**src/rtl/fetch_ctrl.sv**
```systemverilog
// Instruction fetch sequencer: reset-vector load, opcode fetch, extension-word fetch, execute handshake.
// Optional bus-timeout watchdog enabled by defining FETCH_TIMEOUT_EN.
//
// state     | meaning
// ----------+-------------------------------------------------------------
// RST_VEC   | read reset vector at 16'hFFFE, load it into the PC
// FETCH_OP  | read opcode at PC into ir, advance PC by 2
// DECODE    | single cycle: sample ext_cnt, choose FETCH_EXT or EXEC
// FETCH_EXT | read ext_cnt extension words at PC, advance PC per word
// EXEC      | wait for exec_done, optionally redirect PC to CALC_OUT
module fetch_ctrl (
   input  logic        clk,
   input  logic        rst_n,
   input  logic [15:0] reg_PC_in,
   output logic [2:0]  pc_sel,
   output logic [15:0] reg_PC_out,
   output logic [15:0] MAB,
   output logic        mem_rd_req,
   input  logic        mem_rd_ack,
   input  logic [15:0] MDB,
   output logic [15:0] ir,
   output logic        ir_valid,
   input  logic [1:0]  ext_cnt,
   output logic [15:0] ext_word,
   output logic        ext_valid,
   input  logic        exec_done,
   input  logic        branch_taken,
   output logic        fetch_err
);

   localparam logic [2:0] SEL_NEXT = 3'd0;
   localparam logic [2:0] SEL_HOLD = 3'd1;
   localparam logic [2:0] SEL_CALC = 3'd2;
   localparam logic [2:0] SEL_MDB  = 3'd4;

   localparam logic [15:0] RESET_VECTOR = 16'hFFFE;

   typedef enum logic [2:0] {
      RST_VEC   = 3'd0,
      FETCH_OP  = 3'd1,
      DECODE    = 3'd2,
      FETCH_EXT = 3'd3,
      EXEC      = 3'd4
   } state_t;

   state_t     state;
   logic [1:0] word_cnt;
   logic       ack_ok;
   logic       timeout;
   logic       unused_pc_lsb;

   // The request is only ever raised inside a fetch state, so it qualifies the ack.
   assign ack_ok        = mem_rd_req & mem_rd_ack;
   assign unused_pc_lsb = reg_PC_in[0];

`ifdef FETCH_TIMEOUT_EN
   logic [3:0] tmo_cnt;

   assign timeout = mem_rd_req & ~mem_rd_ack & (tmo_cnt == 4'd14);

   // Every state is entered with the request low, so clearing on !mem_rd_req covers state entry.
   always_ff @(posedge clk or negedge rst_n) begin
      if (!rst_n) begin
         tmo_cnt   <= 4'd0;
         fetch_err <= 1'b0;
      end else if (timeout) begin
         tmo_cnt   <= 4'd0;
         fetch_err <= 1'b1;
      end else if (ack_ok || !mem_rd_req) begin
         tmo_cnt <= 4'd0;
      end else begin
         tmo_cnt <= tmo_cnt + 4'd1;
      end
   end
`else
   assign timeout   = 1'b0;
   assign fetch_err = 1'b0;
`endif

   // The PC select must react in the ack cycle itself so the mux result lands on that edge.
   always_comb begin
      pc_sel = SEL_HOLD;
      case (state)
         RST_VEC:   if (ack_ok) pc_sel = SEL_MDB;
         FETCH_OP:  if (ack_ok) pc_sel = SEL_NEXT;
         FETCH_EXT: if (ack_ok) pc_sel = SEL_NEXT;
         EXEC:      if (exec_done && branch_taken) pc_sel = SEL_CALC;
         default:   pc_sel = SEL_HOLD;
      endcase
   end

   always_ff @(posedge clk or negedge rst_n) begin
      if (!rst_n) begin
         state      <= RST_VEC;
         reg_PC_out <= 16'h0000;
         MAB        <= 16'h0000;
         mem_rd_req <= 1'b0;
         ir         <= 16'h0000;
         ir_valid   <= 1'b0;
         ext_word   <= 16'h0000;
         ext_valid  <= 1'b0;
         word_cnt   <= 2'd0;
      end else begin
         reg_PC_out <= {reg_PC_in[15:1], 1'b0};
         ir_valid   <= 1'b0;
         ext_valid  <= 1'b0;
         if (timeout) begin
            mem_rd_req <= 1'b0;
            state      <= RST_VEC;
         end else begin
            case (state)
               RST_VEC: begin
                  if (!mem_rd_req) begin
                     mem_rd_req <= 1'b1;
                     MAB        <= RESET_VECTOR;
                  end else if (mem_rd_ack) begin
                     mem_rd_req <= 1'b0;
                     state      <= FETCH_OP;
                  end
               end
               FETCH_OP: begin
                  if (!mem_rd_req) begin
                     mem_rd_req <= 1'b1;
                     MAB        <= reg_PC_out;
                  end else if (mem_rd_ack) begin
                     mem_rd_req <= 1'b0;
                     ir         <= MDB;
                     ir_valid   <= 1'b1;
                     state      <= DECODE;
                  end
               end
               DECODE: begin
                  if (ext_cnt == 2'd0) begin
                     state <= EXEC;
                  end else begin
                     word_cnt <= (ext_cnt == 2'd3) ? 2'd2 : ext_cnt;
                     state    <= FETCH_EXT;
                  end
               end
               FETCH_EXT: begin
                  if (!mem_rd_req) begin
                     mem_rd_req <= 1'b1;
                     MAB        <= reg_PC_out;
                  end else if (mem_rd_ack) begin
                     mem_rd_req <= 1'b0;
                     ext_word   <= MDB;
                     ext_valid  <= 1'b1;
                     word_cnt   <= word_cnt - 2'd1;
                     if (word_cnt == 2'd1) state <= EXEC;
                  end
               end
               EXEC: begin
                  if (exec_done) state <= FETCH_OP;
               end
               default: begin
                  mem_rd_req <= 1'b0;
                  state      <= RST_VEC;
               end
            endcase
         end
      end
   end

endmodule

```
**config.mk**
```make
export PLATFORM = sky130hd
export DESIGN_NAME = fetch_ctrl
export DESIGN_NICKNAME = d
export VERILOG_FILES = /design/src/rtl/fetch_ctrl.sv
export SDC_FILE = /design/constraint.sdc
export NUM_CORES = 1
export LEC_CHECK = 0
export BUFFER_PORTS_ARGS = -buffer_cell sky130_fd_sc_hd__buf_2
export CORE_ASPECT_RATIO = 0.7
export CORE_UTILIZATION = 45
export DETAILED_ROUTE_END_ITERATION = 16
export MAX_ROUTING_LAYER = met4
export PLACE_DENSITY = 0.72
export RECOVER_POWER = 50
export SYNTH_ARGS = -nofsm -noshare
export SYNTH_HDL_FRONTEND = slang
export SYNTH_SLANG_ARGS = --single-unit
```
**constraint.sdc**
```tcl
create_clock -name clk -period 2.8 [get_ports clk]
set_input_delay 0.56 -clock clk [delete_from_list [all_inputs] [get_ports clk]]
set_output_delay 0.56 -clock clk [all_outputs]
set_load 0.1 [all_outputs]
```
Word level (Yosys, flattened, before mapping)
Cells that the tools add are included.
{ "word_totals": {"memories": 0, "ff_bits": 71, "in_bits": 39, "latch_bits": 0, "output_inout_bits": 71, "wordCells": 70, "rom_bits": 0, "mem_bits_rw": 0} }
{ "op_classes": {"order_cmp": 0, "n_addsub": 1, "muxes": 29, "reduce_logical": 13, "eq_ne": 17, "div_mod_pow": 0, "n_mul": 0, "n_bitwise": 1, "shifts": 0} }
{ "ops": {"columns": ["operator", "n"], "rows": [
  ["$mux 16", 2],
  ["$pmux 16 s2", 1],
  ["$mux 3", 10],
  ["$ne 2x2->1 const B", 11],
  ["$pmux 3 s5", 1],
  ["$mux 2", 5],
  ["$pmux 3 s3", 1],
  ["$reduce_and 3->1", 3],
  ["$reduce_and 8->1", 1],
  ["$mux 1", 7],
  ["$eq 3x2->1 const B", 2],
  ["$pmux 2 s2", 1],
  ["$reduce_and 4->1", 1],
  ["$reduce_bool 2->1", 2],
  ["$reduce_or 2->1", 2],
  ["$eq 3x1->1 const B", 1],
  ["$eq 3x3->1 const B", 1],
  ["$logic_not 3->1", 1],
  ["$reduce_or 3->1", 1],
  ["$eq 2x1->1 const B", 1],
  ["$eq 2x2->1 const B", 1],
  ["$logic_not 2->1", 1],
  ["$pmux 1 s2", 1],
  ["$sub 2x1->2 const B", 1],
  ["2 further kinds", 2]
]} }

Depth between registers and ports, before layout
{ "logic_depth": {"depth_word": 5, "ltp_mapped": 5, "mapped_depth_nobuf": 5} }

Worst setup path after synthesis
No wires, ideal clock.
{ "synth_path": {"path_kind": "register to output", "from": "reg state[1]", "to": "out pc_sel[0]", "n_path_buf": 1, "setup_slack_ps": -679, "stages_incl_launch_ff": 5, "arrival_ps": 2919, "t_required_ps": 2240, "cell_sequence": "dfrtp_1 clkbuf_1 nor2_1 and4_1 a21oi_1"} }
{ "synth_via": {"elab_chain_len": 3, "word_cells_on_any_way": 6, "classes_between": "3 x eq/ne; 1 x mux; 2 x reduce/logical"} }
{ "synth_rtl": {"columns": ["element", "line_no", "rtl"], "rows": [
  ["start: declaration", "46", "state_t state;"],
  ["start signal: assignment", "94", "state <= RST_VEC;"],
  ["start signal: assignment", "109", "state <= RST_VEC;"],
  ["start signal: assignment", "118", "state <= FETCH_OP;"],
  ["$eq 3x2->1 / $eq 3x1->1 (equally long branches)", "83", "case (state)"],
  ["$reduce_or 2->1 (no line)", null, null],
  ["$pmux 3 s3 (*)", "83", null],
  ["end: declaration", "15", "output logic [2:0] pc_sel,"]
]} }
Every way passes the cells marked *; elsewhere a longest branch is shown, timed or not.

Worst setup path after layout
Same ends and word-level chain as after synthesis.

==> run summary <==
CORE AREA: 5842 um^2
P&R area growth vs syn: 27.84%
failing checks: max-capacitance violations, max-slew violations
wire length on met3: 264 um
initial core utilization: 47.46%
Synth area leaders: dfrtp_1 63%, mux2_2 8.9%, mux2_4 4.9%, o21a_1 4.1%, or4_1 4.1%
wl on met1: 2742 um
Hold Buf Count CTS: 0
via/cell ratio: 5.052
Slew Viols, Final: 72
Slew Limit Headroom: -43.70%
# resized after CTS: 0
DRT Pass-1 Iters: 4
R2R setup slack: 0.58 ns
Hold WC Path Type: primary input to flip-flop
synth warn: 0
Placed Cells: 368
Synth Register Bits: 70
DR iter-0 viols: 67
final setup violation count: 0
pre-CTS WS: 0.7341 ns
Std-Cell Rows: 23
number of post-CTS setup repair buffers: 0
FMAX: 410.2 MHz
Final nets: 344
Synth Flop Type: dfrtp_1
DP Wirelength: 4195 um
Crit Path Class: flip-flop to output pin
Fillers: 486
met2 wire length: 2903 um
top sig layer: met4
WHS: 0.3159 ns
Non-Filler Instances: 384
initial antenna violation count: 0
CTS tree: done
FFs w/ async S/R, synth: 100.0%
final wirelength: 5980 um
via count: 1940
CP arrival: 1.88 ns
die height: 67.68 um
clock-pin slew on the worst setup and hold paths: 0.08 ns
GRT Total Usage: 20.87%
Post-Syn Area per Cell: 14.15 um^2
Setup crit end kind: output pin
die area: 6485 um^2
vias in the first global route: 1941
Util after Layout: 60.68%
DRT antenna net count: 0
total grt overflow: 0
largest net degree at the start of global routing: 41
top cell type's share of synthesized area: 63.18%
Slew @ Worst Pin: 2.156 ns
diode count: 0
Root Driver: clkbuf_8
synth unique cells: 37
Max Cap Violations: 2
CTS Sinks: 70
crit path launch type: flip-flop
sequential-to-total area share from yosys stat: 63.18%
first-pass GRT wire length: 9459 um
Die W: 95.82 um
clk_lat worst skew: 0.34 ns
Hold Vio Cnt, Final: 0
top-count cell post-synth: dfrtp_1
Post-synth EDFFs: 0
Mapped Area: 2773 um^2
Synth area leader: dfrtp_1
Synth Instances: 196
# port buffers: 105
final setup margin: 0.3621 ns
top cells by count, synth: 70 x dfrtp_1, 22 x mux2_2, 15 x o21a_1, 15 x or4_1, 9 x mux2_4
Final min period: 2.438 ns
H-tree levels: 3
Avg WL per Cell: 15.57 um
RSZ-0062 raised after global routing: false
TritonCTS buffer count: 9
share of cells above drive strength 1: 50.81%
clock skew: 0.006927 ns
DRC errors left: 0
worst-path maximum fanout: 14
io pins: 110
gpl congestion: 0.8231
Clock Path Buffers: 2
critical path required time: 2.24 ns
Tcrit/Tclk final: 87.07%
status: complete, but fails checks
[placed cells by master, fill, tap and decap left out, types with 2 or more instances in the layout]
cell type	instances
nand2b_1	2
inv_1	4
o21ai_0	4
nor2_1	4
mux2_2	22
mux2i_1	3
bufinv_16	2
or4_1	15
a21oi_1	5
buf_2	104
mux2_4	9
conb_1	3
o21a_1	15
clkbuf_1	6
nand3b_1	2
clkbuf_8	9
nand2_1	2
clkinv_2	2
and3_1	3
dfrtp_1	70
[layer usage]
metal  vias to the layer above  track usage (%)
met2                        50            31.25
met1                       966            25.87
met5                         -                -
met4                         0            6.157
li1                        914                -
met3                        10            8.896
[final cells by class]
| type | instances | area, um^2 | share of cell area (%) |
|---|---|---|---|
| tap | 75 | 93.84 | 2.647 |
| inverter | 5 | 18.77 | 0.5295 |
| multi-input combinational | 108 | 919.6 | 25.94 |
| clock inverter | 6 | 86.33 | 2.436 |
| clock buffer | 10 | 127.6 | 3.600 |
| sequential | 70 | 1752 | 49.42 |
| timing repair buffer | 110 | 546.8 | 15.43 |
[kinds of logic after synthesis]
family / after synthesis / synth area share [%]
AO/OA/AOI/OAI: 31 / 7.762
adder cells (fa/ha/maj): 1 / 0.4512
buffers and inverters: 20 / 3.925
flip-flops: 70 / 63.18
multiplexers: 35 / 15.30
other: 1 / 0.1352
AND/OR/NAND/NOR: 38 / 9.251
[worst max-delay path, stage by stage (launching register included)]
cell and delay, ns:
dfrtp_1 0.61, nor2_1 0.14, and4_1 0.25, a21oi_2 0.09, buf_2 0.43
[sequential cells by signal (all words and copies together) (netlist names)]
signal and flops:
word_cnt 2, reg_PC_out 15, ir_valid 1, ir 16, mem_rd_req 1, state 3
ext_word 16, ext_valid 1, MAB 15
[path summary, 6_finish.rpt]
| check | start | endpoint | cells past startpoint |
|---|---|---|---|
| setup / recovery | state[1] | pc_sel[0] | 4 |
| hold / removal | reg_PC_in[13] | reg_PC_out[13] | 1 |
| setup reg to reg | mem_rd_req | ext_word[10] | 4 |
| hold reg to reg | MAB[3] | MAB[3] | 1 |
| max in group asynchronous | rst_n | ext_word[3] | 2 |
| min in group asynchronous | rst_n | MAB[8] | 2 |
[metrics by stage]
| stage | TNS [ns] | cell area (um^2) |
|---|---|---|
| 5_1_grt | 0 | 3545 |
| 3_5_place_dp | 0 | 3352 |
| 4_1_cts | 0 | 3566 |
| 2_1_floorplan | -0.05684 | 2785 |
| 6_report | 0 | 3545 |
| 3_3_place_gp | 0 | 3352 |
Power is left out: the tool's default activity adds up to more than one toggle a clock period on the data nets, which glitch-free logic cannot reach.
